### src/rtl/result_pkg.sv
// Shared constants and state encoding for the face-detection result drain.
package result_pkg;

   localparam int unsigned RESULT_W     = 12;
   localparam int unsigned COUNT_W      = 16;
   localparam int unsigned CAND_W       = 5;
   localparam int unsigned NUM_VARIABLE = 3;
   localparam int unsigned IDX_W        = $clog2(NUM_VARIABLE);

   // Word position inside one record as it leaves the result FIFO
   localparam logic [IDX_W-1:0] IDX_X    = IDX_W'(0);
   localparam logic [IDX_W-1:0] IDX_Y    = IDX_W'(1);
   localparam logic [IDX_W-1:0] IDX_CAND = IDX_W'(NUM_VARIABLE - 1);

   typedef enum logic [2:0] {
      IDLE,
      READ,
      LATCH,
      PRESENT,
      DONE
   } state_t;

endpackage

### src/rtl/result_record_reg.sv
// Record holding registers: one FIFO word is loaded into x, y or candidate per load strobe.
module result_record_reg
   import result_pkg::*;
#(
   parameter int unsigned DATA_WIDTH = RESULT_W,
   parameter int unsigned CAND_WIDTH = CAND_W
) (
   input  logic                  clk,
   input  logic                  reset,
   input  logic                  load,
   input  logic [IDX_W-1:0]      idx,
   input  logic [DATA_WIDTH-1:0] word,
   output logic [DATA_WIDTH-1:0] x,
   output logic [DATA_WIDTH-1:0] y,
   output logic [CAND_WIDTH-1:0] cand
);

   // Upper bits of the candidate word carry no information and are dropped
   always_ff @(posedge clk or negedge reset) begin
      if (!reset) begin
         x    <= '0;
         y    <= '0;
         cand <= '0;
      end else if (load) begin
         case (idx)
            IDX_X:    x    <= word;
            IDX_Y:    y    <= word;
            IDX_CAND: cand <= word[CAND_WIDTH-1:0];
            default:  ;
         endcase
      end
   end

endmodule

### src/rtl/result_reader.sv
// Drains one detection (x, y, candidate) from the result FIFO and hands it downstream
// over valid/ready, then acknowledges the store and counts delivered records.
module result_reader
   import result_pkg::*;
#(
   parameter int unsigned DATA_WIDTH_12 = RESULT_W,
   parameter int unsigned DATA_WIDTH_16 = COUNT_W,
   parameter int unsigned NUM_RESIZE    = CAND_W
) (
   input  logic                     clk,
   input  logic                     reset,
   input  logic                     ready_send_result,
   input  logic                     empty,
   input  logic [DATA_WIDTH_12-1:0] result,
   output logic                     o_trig_send_result,
   output logic                     o_result_sent,
   output logic [DATA_WIDTH_12-1:0] o_x,
   output logic [DATA_WIDTH_12-1:0] o_y,
   output logic [NUM_RESIZE-1:0]    o_candidate,
   output logic                     o_valid,
   input  logic                     ready,
   output logic [DATA_WIDTH_16-1:0] o_record_count,
   output logic                     o_busy
);

   state_t                   state_q;
   state_t                   state_d;
   logic [IDX_W-1:0]         idx_q;
   logic                     rd_req_c;
   logic                     valid_q;
   logic                     sent_q;
   logic                     busy_q;
   logic [DATA_WIDTH_16-1:0] count_q;

   // Next state; the read request must see this cycle's empty flag, so it is not registered
   always_comb begin
      state_d  = state_q;
      rd_req_c = 1'b0;
      unique case (state_q)
         IDLE: begin
            if (ready_send_result && !empty) begin
               state_d = READ;
            end
         end
         READ: begin
            if (!empty) begin
               rd_req_c = 1'b1;
               state_d  = LATCH;
            end
         end
         LATCH: begin
            state_d = (idx_q == IDX_CAND) ? PRESENT : READ;
         end
         PRESENT: begin
            if (valid_q && ready) begin
               state_d = DONE;
            end
         end
         DONE: begin
            state_d = IDLE;
         end
         default: begin
            state_d = IDLE;
         end
      endcase
   end

   // State register with status flags decoded from the next state
   always_ff @(posedge clk or negedge reset) begin
      if (!reset) begin
         state_q <= IDLE;
         valid_q <= 1'b0;
         sent_q  <= 1'b0;
         busy_q  <= 1'b0;
      end else begin
         state_q <= state_d;
         valid_q <= (state_d == PRESENT);
         sent_q  <= (state_d == DONE);
         busy_q  <= (state_d != IDLE);
      end
   end

   // Word index survives READ stalls so a partial record resumes where it left off
   always_ff @(posedge clk or negedge reset) begin
      if (!reset) begin
         idx_q <= IDX_X;
      end else if (state_q == LATCH) begin
         idx_q <= (idx_q == IDX_CAND) ? IDX_X : IDX_W'(idx_q + 1'b1);
      end
   end

   // Delivered-record counter, free-running wrap
   always_ff @(posedge clk or negedge reset) begin
      if (!reset) begin
         count_q <= '0;
      end else if (valid_q && ready) begin
         count_q <= count_q + DATA_WIDTH_16'(1);
      end
   end

   result_record_reg #(
      .DATA_WIDTH (DATA_WIDTH_12),
      .CAND_WIDTH (NUM_RESIZE)
   ) u_record (
      .clk   (clk),
      .reset (reset),
      .load  (state_q == LATCH),
      .idx   (idx_q),
      .word  (result),
      .x     (o_x),
      .y     (o_y),
      .cand  (o_candidate)
   );

   assign o_trig_send_result = rd_req_c;
   assign o_result_sent      = sent_q;
   assign o_valid            = valid_q;
   assign o_busy             = busy_q;
   assign o_record_count     = count_q;

endmodule

### config.mk
export PLATFORM = sky130hd
export DESIGN_NAME = result_reader
export DESIGN_NICKNAME = d
export VERILOG_FILES = /design/src/rtl/result_pkg.sv /design/src/rtl/result_record_reg.sv /design/src/rtl/result_reader.sv
export SDC_FILE = /design/constraint.sdc
export NUM_CORES = 1
export LEC_CHECK = 0
export ABC_AREA = 1
export CORE_ASPECT_RATIO = 1.5
export CORE_MARGIN = 3
export CORE_UTILIZATION = 55
export DETAILED_ROUTE_END_ITERATION = 10
export DONT_BUFFER_PORTS = 1
export GPL_ROUTABILITY_DRIVEN = 1
export HOLD_SLACK_MARGIN = 0.03
export PLACE_DENSITY_LB_ADDON = 0.3
export REMOVE_ABC_BUFFERS = 1
export SETUP_SLACK_MARGIN = 0.02
export SLEW_MARGIN = 30
export SYNTH_ARGS = -nofsm -noshare
export SYNTH_HDL_FRONTEND = slang
export SYNTH_HIERARCHICAL = 1
export SYNTH_SLANG_ARGS = --single-unit
### constraint.sdc
create_clock -name clk -period 3.6 [get_ports clk]
set_input_delay 0.72 -clock clk [delete_from_list [all_inputs] [get_ports clk]]
set_output_delay 0.72 -clock clk [all_outputs]
set_load 0.05 [all_outputs]
Yosys cells after proc, flatten, opt, wreduce, memory -nomap -nowiden
Cells that the tools add are included.
{"block": "totals", "reg_bits": 53, "output_inout_bits": 49}
{"block": "classes", "n_addsub": 2, "n_reduce_logical": 9, "muxes": 8, "n_eq_ne": 7}
{"cell": "$add A16 B1 Y16 const B", "n": 1}
{"cell": "$pmux W3 S4", "n": 1}
{"cell": "$eq A3 B2 Y1 const B", "n": 3}
{"cell": "$mux W3", "n": 3}
{"cell": "$reduce_and A2 Y1", "n": 3}
{"cell": "$mux W2", "n": 2}
{"cell": "$eq A3 B1 Y1 const B", "n": 1}
{"cell": "$eq A3 B3 Y1 const B", "n": 1}
{"cell": "$logic_not A3 Y1", "n": 1}
{"cell": "$reduce_bool A3 Y1", "n": 1}
{"cell": "$add A2 B1 Y2 const B", "n": 1}
{"cell": "$eq A2 B1 Y1 const B", "n": 1}
{"cell": "$eq A2 B2 Y1 const B", "n": 1}
{"cell": "$logic_and A1 B1 Y1", "n": 2}
{"cell": "$logic_not A2 Y1", "n": 1}
{"cell": "$mux W1", "n": 2}
{"cell": "$logic_not A1 Y1", "n": 1}

Longest topological paths before layout
Gate-level depths: netlist of the first run.
{"block": "logic_depth", "depth_word": 5, "ltp_mapped": 9, "depth_no_buf": 9}

By module
The synthesis of the first run kept the hierarchy.
{"module": "result_record_reg", "seq_area_each_um2": 725.7, "cells_each": 131, "n_inst": 1, "area_each_um2": 1226.2}
{"module": "result_reader", "seq_area_each_um2": 600.6, "cells_each": 142, "n_inst": 1, "area_each_um2": 1189.9}

Worst setup path after synthesis of the first run
No wires, ideal clock.
{"block": "synth_path", "kind": "input to output", "start": "in empty", "end": "out o_trig_send_result", "arrival_time_ns": 1.197, "setup_slack_ns": 1.683, "path_stages": 3, "path_cell_list": "inv_1 > nand4_1 > inv_1"}
{"block": "synth_between", "elab_chain_cells": 2}
{"item": "start: declaration", "line": "result_reader.sv:13", "source": "input logic empty,"}
{"item": "$mux W1", "line": "result_reader.sv:46", "source": "if (!empty) begin"}
{"item": "$mux W1", "line": "result_reader.sv:39", "source": "unique case (state_q)"}
{"item": "end: declaration", "line": "result_reader.sv:15", "source": "output logic o_trig_send_result,"}
Every way passes these cells.

Worst setup path after layout of the first run
{"block": "layout_path", "start": "reg state_q[2]", "end": "out o_trig_send_result"}
{"block": "layout_between", "elab_chain_cells": 2}
{"item": "start: declaration", "line": "result_reader.sv:26", "source": "state_t state_q;"}
{"item": "start signal: assignment", "line": "result_reader.sv:76", "source": "state_q <= state_d;"}
{"item": "$eq A3 B1 Y1", "line": "result_reader.sv:39"}
{"item": "$mux W1", "line": "result_reader.sv:39"}
Every way passes these cells.

==> metrics.log, run 1 <==
INFO  metric grt_pass1_vias = 1741
INFO  metric fp.dieW = 60.12 µm
INFO  metric tritoncts.num_buffers = 5
INFO  metric combinationalPowerShare = 17.3%
INFO  metric ys_seq_area_share = 54.89%
INFO  metric synth_edf_count = 0
INFO  metric worst-r2r-setup-slack = 1.67 ns
INFO  metric synth.top_cells.by_area = sky130_fd_sc_hd__dfrtp_1 55%, sky130_fd_sc_hd__nand2_1 15%, sky130_fd_sc_hd__nand4_1 6.0%
INFO  metric cts-htree-levels = 2
INFO  metric crit_type = flip-flop to output pin
INFO  metric clock_latency = 0.29 ns
INFO  metric max_slew.worst_pin.slew = 0.6286 ns
INFO  metric cts.clk_slew.worst_paths = 0.09 ns
INFO  metric deepest_clock_path_buffer_count = 2
INFO  metric antenna_found_initial = 0
INFO  metric synth-warning-count = 6
INFO  metric critical_path.most_common_cell = sky130_fd_sc_hd__inv_1
INFO  metric final_min_period_over_clock_period = 55.29%
INFO  metric power.leakage = 1.339 nW
INFO  metric postSynth.asyncResetShare = 100.0%
INFO  metric ir_worst_vdd = 0.8130 mV
INFO  metric fraction_of_final_layout_cells_with_drive_strength_greater_than_1 = 8.425%
INFO  metric syn2layout_area_growth = 4.505%
INFO  metric report.final.slew_viol_count = 0
INFO  metric timing.final.crit_period = 1.990 ns
INFO  metric slew_headroom = 58.09%
INFO  metric timing.clock.skew = 0.004208 ns
INFO  metric placed_cells_incl_taps = 310
INFO  metric critical_path_data_required_time = 2.88 ns
INFO  metric die_area = 5241 µm²
INFO  metric place_hpwl = 3412 µm
INFO  metric finalWirelength = 4597 µm
INFO  metric postCtsHoldBufs = 0
INFO  metric n_fill_cell = 367
INFO  metric path_cells = inv_1, nand4_1, inv_1
INFO  metric vias = 1713
INFO  metric route.detailed.wl_per_inst = 14.46 µm
INFO  metric pwr_density_cell = 1013 nW/µm²
INFO  metric ioPinCount = 66
INFO  metric detailed_place.area = 2409 µm²
INFO  metric pin_count_of_the_biggest_net_entering_global_routing = 54
INFO  metric power.internal = 1.175 mW
INFO  metric critical-path-top-delay-family = buffers and inverters
INFO  metric io_buffers = 0
INFO  metric hold_violations = 0
INFO  metric yosys.area.top_type_share = 54.89%
INFO  metric synth_top_area_cell = sky130_fd_sc_hd__dfrtp_1
INFO  metric drt_drc_violations_left = 0
INFO  metric critPathMaxStageDelay = 0.40 ns
INFO  metric fin_total_pwr = 2.557 mW
INFO  metric timing.critical_path.buf_inv = 2
INFO  metric antennaDiodeCount = 0
INFO  metric global_route.overflow_total = 0
INFO  metric post-cts-setup-buffers = 0
INFO  metric sw_frac_of_total = 54.05%
INFO  metric final_cells = 318
INFO  metric cts_resized = 0
INFO  metric final-setup-viol-count = 0
INFO  metric initial_utilization = 58.94%
INFO  metric die_y = 87.18 µm
INFO  metric seq_power_share = 66.8%
INFO  metric synth_cell_type_count = 22
INFO  metric rsz0062_at_grt = false
INFO  metric cp_max_fo = 4
INFO  metric design.final.nets = 290
INFO  metric cp-end-kind = output pin
INFO  metric clockRootBuffer = sky130_fd_sc_hd__clkbuf_8
INFO  metric setup_total_negative_slack = 0 ns
INFO  metric hp-class = input port to asynchronous set/reset pin
INFO  metric worst_setup_path_start_kind = flip-flop
INFO  metric ant_nets = 0
INFO  metric timing.fmax = 0.5024 GHz
INFO  metric routed_via_density = 5.387
INFO  metric grt_first_pass_wirelength = 7465 µm
INFO  metric synth_area = 2416 µm²
INFO  metric grt.total_usage = 18.61%
INFO  metric gp_routability_congestion = 0.7823
INFO  metric synth-seq-cells = 53
INFO  metric drtIter0Drc = 57
INFO  metric synth_flop_cell = sky130_fd_sc_hd__dfrtp_1
INFO  metric cp_data_arrival_time = 1.27 ns
INFO  metric cts_num_sinks = 53
INFO  metric timing.max_cap.violations = 0
INFO  metric row_count = 28
INFO  metric post_synth_inst_count = 273
INFO  metric timing.critical_path.slowest_stage_cell = sky130_fd_sc_hd__dfrtp_1
INFO  metric cts_tree = yes
INFO  metric p_switching = 1.382 mW
INFO  metric post_synth.cell_area_avg = 8.850 µm²
INFO  metric finish.instance_area = 2525 µm²
INFO  metric drt_pass1_iterations = 4
INFO  metric run_status = completed
INFO  metric floorplan.core_area = 4099 µm²
INFO  metric clock_power_share = 15.8%
## synth_stat cells, types with 2 or more instances
cell and count:
sky130_fd_sc_hd__nand2_2 3, sky130_fd_sc_hd__xnor2_1 5, sky130_fd_sc_hd__nor3_1 2, sky130_fd_sc_hd__nor2_4 3, sky130_fd_sc_hd__buf_2 3, sky130_fd_sc_hd__nand2_1 95
sky130_fd_sc_hd__nand3_2 2, sky130_fd_sc_hd__buf_6 3, sky130_fd_sc_hd__o21ai_0 3, sky130_fd_sc_hd__nand4_1 23, sky130_fd_sc_hd__dfrtp_1 53, sky130_fd_sc_hd__nand3_1 24
sky130_fd_sc_hd__nor2_1 11, sky130_fd_sc_hd__nor2_2 2, sky130_fd_sc_hd__inv_2 2, sky130_fd_sc_hd__inv_1 26, sky130_fd_sc_hd__xor2_1 6, sky130_fd_sc_hd__buf_4 3
## cell usage in the layout, fill, tap and decap left out, drive strengths merged
master	count
nand4	23
inv	28
clkinv	1
bufinv	1
ha	1
nand2	99
nor2	16
buf	1
dfrtp	53
xor2	6
nand3	26
clkbuf	7
nor3	3
xnor2	5
o21ai	3
## state kept, by name (all words and copies together) (netlist names)
name and flops:
o_busy 1, o_result_sent 1, idx_q 2, u_record/cand 5, u_record/x 12, o_record_count 16, state_q 3, o_valid 1
u_record/y 12
## power by group through the flow
stage	registers, mW	logic, mW	clock network, mW
5_1_grt	1.74	0.522	0.442
4_1_cts	1.72	0.447	0.421
6_report	1.71	0.444	0.405
2_1_floorplan	1.66	0.366	0
3_3_place_gp	1.72	0.430	0
3_5_place_dp	1.73	0.450	0
## kinds of logic after synthesis
logic type | after synthesis | share of synthesized area (%)
flops | 53 | 54.89
xor+xnor | 11 | 3.987
buf+inv | 38 | 7.508
compound gates | 3 | 0.6213
simple gates | 167 | 32.47
fa+ha+maj | 1 | 0.5178
## per-stage QoR
stage / utilization (%) / worst slack, ns / hold slack, ns
after floorplan: - / 1.683 / 0.4244
after global placement: 58.76 / 1.667 / 0.4255
after detailed placement: 58.76 / 1.647 / 0.4256
after CTS: 61.60 / 1.579 / 0.09316
after global routing: 61.60 / 1.476 / 0.08217
final: 61.60 / 1.610 / 0.1092
## metal layers
metal | global-route usage, % | part of all wire (%)
met3 | 6.231 | 6.7
met1 | 19.65 | 40
met4 | 7.056 | 0.83
met2 | 33.07 | 53
met5 | 0 | 0
## worst register-to-register path, stage by stage (launching register included)
cell	delay, ns
sky130_fd_sc_hd__dfrtp_1	0.40
sky130_fd_sc_hd__inv_1	0.12
sky130_fd_sc_hd__nand3_1	0.13
sky130_fd_sc_hd__inv_1	0.41
sky130_fd_sc_hd__buf_4	0.33
sky130_fd_sc_hd__nand3_2	0.25
sky130_fd_sc_hd__nand2_1	0.14
sky130_fd_sc_hd__nand2_1	0.05
## worst paths after layout
kind                                 startpoint                   endpoint  cells after the start
min reg2reg                state_q[2]$_DFF_PN0_          o_valid$_DFF_PN0_                      3
max in group asynchronous                 reset  u_record/y[7]$_DFFE_PN0P_                      0
min                                       reset  u_record/x[4]$_DFFE_PN0P_                      0
min in group clk                      result[4]  u_record/x[4]$_DFFE_PN0P_                      2
max reg2reg                state_q[2]$_DFF_PN0_  u_record/y[1]$_DFFE_PN0P_                      7
max                        state_q[2]$_DFF_PN0_         o_trig_send_result                      3
## layout make-up
class                           count  area [µm²]  share of cell area [%]
Clock buffer                        7       86.33                   3.419
Clock inverter                      1       30.03                   1.189
Inverter                           29       110.1                   4.361
Multi-Input combinational cell    182       908.4                   35.98
Sequential cell                    53        1326                   52.53
Tap cell                           45       56.30                   2.230
Timing Repair Buffer                1       7.507                  0.2973
Note: power is estimated with default switching activity, not from simulation.
==> run 2, diff against run 1 <==
- clock period: 3.6 -> 1.9 ns (I/O delays scaled with it)
==> run 2 against run 1 <==
Via count grew 6.3%; design area grew 6.5%; clock power grew 89%; critical path type unchanged.
==> metrics.log, run 2 (synthesized netlist as in run 1, its figures left out) <==
INFO  metric cts_tree = yes
INFO  metric clockRootBuffer = sky130_fd_sc_hd__clkbuf_8
INFO  metric final_min_period_over_clock_period = 89.89%
INFO  metric antenna_found_initial = 0 (unchanged)
INFO  metric largest_reg_flops = 16 (unchanged)
INFO  metric grt.total_usage = 20.27% (+1.7 points)
INFO  metric cts_resized = 0 (unchanged)
INFO  metric ir_worst_vdd = 1.497 mV (+84%)
INFO  metric route.detailed.wl_per_inst = 14.00 µm (-3.2%)
INFO  metric fraction_of_final_layout_cells_with_drive_strength_greater_than_1 = 14.04% (+5.6 points)
INFO  metric drtIter0Drc = 90 (+58%)
INFO  metric fin_worst_hold_slack = 0.2217 ns (+0.1124 ns)
INFO  metric routed_via_density = 5.404 (+0.31%)
INFO  metric floorplan.core_area = 4099 µm² (unchanged)
INFO  metric finish.instance_area = 2690 µm² (+6.5%)
INFO  metric cts.clk_slew.worst_paths = 0.09 ns (about the same)
INFO  metric design.final.nets = 309 (+6.6%)
INFO  metric die_y = 87.18 µm (unchanged)
INFO  metric drt_pass1_iterations = 4 (unchanged)
INFO  metric gp_routability_congestion = 0.8414 (+7.6%)
INFO  metric fin_total_pwr = 4.961 mW (+94%)
INFO  metric slew_headroom = 57.68% (-0.41 points)
INFO  metric vias = 1821 (+6.3%)
INFO  metric max_slew.worst_pin.slew = 0.6348 ns (+0.006202 ns)
INFO  metric syn2layout_area_growth = 11.34%
INFO  metric clock_latency = 0.30 ns (about the same)
INFO  metric row_count = 28 (unchanged)
INFO  metric grt_pass1_vias = 1833 (+5.3%)
INFO  metric worst_setup_path_start_kind = flip-flop
INFO  metric cp_data_arrival_time = 1.33 ns (+0.06 ns)
INFO  metric drt_drc_violations_left = 0 (unchanged)
INFO  metric antennaDiodeCount = 0 (unchanged)
INFO  metric rsz0062_at_grt = false
INFO  metric cp-end-kind = output pin
INFO  metric deepest_clock_path_buffer_count = 2 (unchanged)
INFO  metric ioPinCount = 66 (unchanged)
INFO  metric grt_first_pass_wirelength = 8059 µm (+8.0%)
INFO  metric cp_max_fo = 4 (unchanged)
INFO  metric io_buffers = 0 (unchanged)
INFO  metric critical_path.most_common_cell = sky130_fd_sc_hd__inv_1
INFO  metric crit_type = flip-flop to output pin
INFO  metric fp.dieW = 60.12 µm (unchanged)
INFO  metric detailed_place.area = 2536 µm² (+5.3%)
INFO  metric timing.fmax = 0.5855 GHz
INFO  metric ant_nets = 0 (unchanged)
INFO  metric report.final.slew_viol_count = 0 (unchanged)
INFO  metric timing.max_cap.violations = 0 (unchanged)
INFO  metric global_route.overflow_total = 0 (unchanged)
INFO  metric place_hpwl = 3469 µm (+1.7%)
INFO  metric timing.critical_path.slowest_stage_cell = sky130_fd_sc_hd__dfrtp_1
INFO  metric die_area = 5241 µm² (unchanged)
INFO  metric hold_violations = 0 (unchanged)
INFO  metric mostFrequentLayoutCell = sky130_fd_sc_hd__nand2_1
INFO  metric n_fill_cell = 341 (-7.1%)
INFO  metric final-setup-viol-count = 0 (unchanged)
INFO  metric critPathMaxStageDelay = 0.41 ns (about the same)
INFO  metric run_status = completed
INFO  metric layout.cells.most_common_list = 95 x sky130_fd_sc_hd__nand2_1, 53 x sky130_fd_sc_hd__dfrtp_1, 26 x sky130_fd_sc_hd__inv_1
INFO  metric path_cells = inv_1, nand4_1, inv_1
INFO  metric cts_num_sinks = 53 (unchanged)
INFO  metric critical_path_data_required_time = 1.52 ns (-1.36 ns)
INFO  metric final_cells = 337 (+6.0%)
INFO  metric hp-class = input port to flip-flop
INFO  metric finalWirelength = 4718 µm (+2.6%)
INFO  metric timing.final.crit_period = 1.708 ns
INFO  metric timing.clock.skew = 0.007555 ns (+0.003348 ns)
INFO  metric power.leakage = 1.445 nW (+7.9%)
INFO  metric setup_total_negative_slack = 0 ns (unchanged)
INFO  metric pin_count_of_the_biggest_net_entering_global_routing = 54 (unchanged)
INFO  metric tritoncts.num_buffers = 5 (unchanged)
INFO  metric cts-htree-levels = 2 (unchanged)
INFO  metric pwr_density_cell = 1844 nW/µm² (+82%)
INFO  metric placed_cells_incl_taps = 327 (+5.5%)
INFO  metric initial_utilization = 58.94% (unchanged)
-- run 2: changes by cell type in the layout (fill, tap and decap cells not counted) --
cell / change
sky130_fd_sc_hd__dlygate4sd3_1: +1
sky130_fd_sc_hd__buf_16: +1
sky130_fd_sc_hd__buf_4: +17
-- run 2: worst paths after layout --
check                                                   start                             end  slack [ns]  cells after the start
worst max-delay path                     state_q[1]$_DFF_PN0_              o_trig_send_result        0.19                      3
worst min-delay path                                result[0]       u_record/x[0]$_DFFE_PN0P_        0.22                      2
worst max register to register           state_q[2]$_DFF_PN0_       u_record/y[6]$_DFFE_PN0P_        0.32                      7
worst min register to register  o_record_count[0]$_DFFE_PN0P_   o_record_count[0]$_DFFE_PN0P_        0.53                      1
max in group asynchronous                               reset  o_record_count[11]$_DFFE_PN0P_        1.08                      2
min in group asynchronous                               reset   o_record_count[3]$_DFFE_PN0P_        0.59                      2
-- run 2: worst max-delay path, delay by kind of cell, from the launching register on --
family	cells	cell delay (ns)
buffers and inverters	2	0.48
DFF	1	0.41
and+or+nand+nor	1	0.14
-- run 2: report_power, final --
part	total, mW	switching (mW)	leakage (nW)	internal [mW]
Sequential	3.07	1.56	0.655	1.52
Clock	0.765	0.336	0.0585	0.429
Combinational	1.12	0.765	0.732	0.356
-- run 2: area by class of cell --
type	count	area (µm²)	area share [%]
sequential	53	1326	49.30
multi-input combinational	182	908.4	33.77
timing repair buffer	20	172.7	6.419
inverter	29	110.1	4.093
clock buffer	7	86.33	3.209
tap	45	56.30	2.093
clock inverter	1	30.03	1.116
-- run 2: repair_timing --
action / 4_1_cts / 5_1_grt
setup buffers: 0 / 0
setup endpoints to repair: 0 / 0
endpoints found under the hold margin: 53 / 0
hold buffers: 2 / 0
-- run 2: layer usage --
layer,vias up,share of wire [%],GRT usage (%)
met5,-,0,0
met4,0,1.5,7.460
met3,7,7.8,6.083
met2,67,51,36.22
met1,844,40,21.79
li1,903,-,-
-- run 2: per-stage QoR --
| stage | setup WS [ns] | util, % |
|---|---|---|
| after floorplan | 0.2116 | - |
| after global placement | 0.4306 | 61.87 |
| after detailed placement | 0.3392 | 61.87 |
| after CTS | 0.1732 | 65.63 |
| after global routing | 0.1123 | 65.63 |
| final | 0.1920 | 65.63 |
==> run 3, diff against run 2 <==
- GPL_TIMING_DRIVEN: unset -> 0
==> run 3 against run 2 <==
Clock skew rose by 0.0035 ns; register-to-register slack got worse by 0.15 ns; sequential power rose by 6%; maximum frequency fell by 1.1%; cell count fell by 3.3%; design area fell by 4.1%; hold slack got worse by 0.0079 ns; via count fell by 1.9%; critical path type is now flip-flop to flip-flop; largest cell class unchanged.
==> metrics.log, run 3 (synthesized netlist as in run 1, its figures left out) <==
INFO  metric max_slew.worst_pin.slew = 0.6435 ns (+0.008659 ns)
INFO  metric cts-htree-levels = 2 (unchanged)
INFO  metric critical_path_data_required_time = 2.13 ns (+0.61 ns)
INFO  metric rsz0062_at_grt = false
INFO  metric fp.dieW = 60.12 µm (unchanged)
INFO  metric place_hpwl = 3542 µm (+2.1%)
INFO  metric antennaDiodeCount = 0 (unchanged)
INFO  metric clockRootBuffer = sky130_fd_sc_hd__clkbuf_8
INFO  metric vias = 1786 (-1.9%)
INFO  metric ir_worst_vdd = 1.434 mV (-4.3%)
INFO  metric placed_cells_incl_taps = 309 (-5.5%)
INFO  metric drt_pass1_iterations = 4 (unchanged)
INFO  metric syn2layout_area_growth = 6.732%
INFO  metric timing.final.crit_period = 1.727 ns (+0.01926 ns)
INFO  metric final-setup-viol-count = 0 (unchanged)
INFO  metric layout.cells.most_common_list = 95 x sky130_fd_sc_hd__nand2_1, 53 x sky130_fd_sc_hd__dfrtp_1, 25 x sky130_fd_sc_hd__inv_1
INFO  metric fraction_of_final_layout_cells_with_drive_strength_greater_than_1 = 10.68% (-3.4 points)
INFO  metric gp_routability_congestion = 0.7804 (-7.2%)
INFO  metric finish.instance_area = 2579 µm² (-4.1%)
INFO  metric tritoncts.num_buffers = 5 (unchanged)
INFO  metric critical_path.most_common_cell = sky130_fd_sc_hd__nand2_1
INFO  metric final_cells = 326 (-3.3%)
INFO  metric cp_max_fo = 4 (unchanged)
INFO  metric final_min_period_over_clock_period = 90.91% (+1.0 points)
INFO  metric timing.critical_path.buf_inv = 1 (-1)
INFO  metric timing.clock.skew = 0.01110 ns (+0.003548 ns)
INFO  metric report.final.slew_viol_count = 0 (unchanged)
INFO  metric rr_startpoint = o_record_count[0]$_DFFE_PN0P_
INFO  metric row_count = 28 (unchanged)
INFO  metric startpoint = o_record_count[0]$_DFFE_PN0P_
INFO  metric route.detailed.wl_per_inst = 15.17 µm (+8.4%)
INFO  metric global_route.overflow_total = 0 (unchanged)
INFO  metric antenna_found_initial = 0 (unchanged)
INFO  metric deepest_clock_path_buffer_count = 2 (unchanged)
INFO  metric grt_pass1_vias = 1744 (-4.9%)
INFO  metric finish.utilization = 62.91% (-2.7 points)
INFO  metric io_buffers = 0 (unchanged)
INFO  metric power.leakage = 1.354 nW (-6.3%)
INFO  metric drtIter0Drc = 94 (+4.4%)
INFO  metric cts_num_sinks = 53 (unchanged)
INFO  metric path_cells = ha_1, nand3_1, nor2_1, nand4_1, nand2_1, nand2_1, inv_1
INFO  metric timing.hold.worst.start = result[2]
INFO  metric ant_nets = 0 (unchanged)
INFO  metric mostFrequentLayoutCell = sky130_fd_sc_hd__nand2_1
INFO  metric clock_latency = 0.30 ns (about the same)
INFO  metric pwr_density_cell = 1861 nW/µm² (+0.89%)
INFO  metric die_y = 87.18 µm (unchanged)
INFO  metric floorplan.core_area = 4099 µm² (unchanged)
INFO  metric initial_utilization = 58.94% (unchanged)
INFO  metric detailed_place.area = 2401 µm² (-5.3%)
INFO  metric critPathMaxStageDelay = 0.70 ns (+0.29 ns)
INFO  metric grt_first_pass_wirelength = 7541 µm (-6.4%)
INFO  metric timing.fmax = 0.5790 GHz (-1.1%)
INFO  metric hold_violations = 0 (unchanged)
INFO  metric design.final.nets = 298 (-3.6%)
INFO  metric routed_via_density = 5.479 (+1.4%)
INFO  metric grt.total_usage = 19.08% (-1.2 points)
INFO  metric cp_data_arrival_time = 1.96 ns (+0.63 ns)
INFO  metric finalWirelength = 4946 µm (+4.8%)
INFO  metric cts_tree = yes
INFO  metric timing.critical_path.slowest_stage_cell = sky130_fd_sc_hd__dfrtp_1
INFO  metric timing.max_cap.violations = 0 (unchanged)
INFO  metric cts.clk_slew.worst_paths = 0.09 ns (about the same)
INFO  metric worst_setup_path_start_kind = flip-flop
INFO  metric crit_type = flip-flop to flip-flop
INFO  metric ioPinCount = 66 (unchanged)
INFO  metric largest_reg_flops = 16 (unchanged)
INFO  metric slew_headroom = 57.10% (-0.58 points)
INFO  metric drt_drc_violations_left = 0 (unchanged)
INFO  metric run_status = completed
INFO  metric worst-r2r-setup-slack = 0.17 ns (-0.15 ns)
INFO  metric hp-class = input port to flip-flop
INFO  metric pin_count_of_the_biggest_net_entering_global_routing = 54 (unchanged)
INFO  metric critical-path-top-delay-family = flip-flops
INFO  metric cp-end-kind = flip-flop
INFO  metric die_area = 5241 µm² (unchanged)
[run 3: cell count changes in the layout (fill, tap and decap cells not counted)]
cell / previous run / this run
sky130_fd_sc_hd__inv_1: 26 / 25
sky130_fd_sc_hd__clkbuf_8: 6 / 5
sky130_fd_sc_hd__bufinv_16: 1 / 0
sky130_fd_sc_hd__clkinvlp_4: 0 / 3
sky130_fd_sc_hd__clkbuf_1: 1 / 2
sky130_fd_sc_hd__buf_4: 18 / 6
[run 3: power breakdown]
group          leakage (nW)  internal [mW]  total [mW]  switching, mW
Combinational         0.661          0.337       0.955          0.618
Sequential            0.655           1.51        3.24           1.73
Clock                0.0385          0.261       0.601          0.340
Total                  1.35           2.11        4.80           2.69
[run 3: per-layer routing]
metal  GRT usage (%)  up-vias  part of all wire, %
met4           8.468        0                  2.3
li1                -      882                    -
met1           20.10      828                   36
met2           33.27       64                   53
met3           6.528       12                  8.2
met5               0        -                    0
[run 3: metrics by stage]
| step | power (mW) | TNS [ns] | hold slack [ns] | worst slack [ns] |
|---|---|---|---|---|
| floorplan | 3.843 | 0 | 0.08441 | 0.2116 |
| global route | 5.076 | 0 | 0.2025 | 0.06229 |
| detailed placement | 4.119 | -3.871 | 0.08558 | -0.2044 |
| finish | 4.798 | 0 | 0.2138 | 0.1728 |
| CTS | 4.763 | 0 | 0.2036 | 0.08248 |
| global placement | 4.069 | -3.164 | 0.08547 | -0.1734 |
[run 3: repair_timing]
| item | in CTS | in global routing |
|---|---|---|
| hold buffers | 2 | 0 |
| cloned | 0 | 1 |
| setup buffers | 0 | 6 |
| resized for setup | 1 | 1 |
| endpoints found under the hold margin | 53 | 0 |
| setup endpoints to repair | 29 | 24 |
[run 3: final timing paths]
check / to / cells past startpoint
min in group asynchronous: o_record_count[1]$_DFFE_PN0P_ / 2
max in group asynchronous: o_record_count[9]$_DFFE_PN0P_ / 2
worst min register to register: o_valid$_DFF_PN0_ / 3
worst max register to register: o_record_count[12]$_DFFE_PN0P_ / 7
worst min-delay path: u_record/x[2]$_DFFE_PN0P_ / 2
worst max-delay path: o_record_count[12]$_DFFE_PN0P_ / 7
[run 3: area by class of cell]
class / instances / area (µm²)
Timing Repair inverter: 1 / 7.507
Sequential cell: 53 / 1326
Tap cell: 45 / 56.30
Clock buffer: 7 / 76.32
Inverter: 29 / 113.9
Multi-Input combinational cell: 182 / 908.4
Clock inverter: 1 / 7.507
Fill cell: 350 / 1520
Timing Repair Buffer: 8 / 82.58
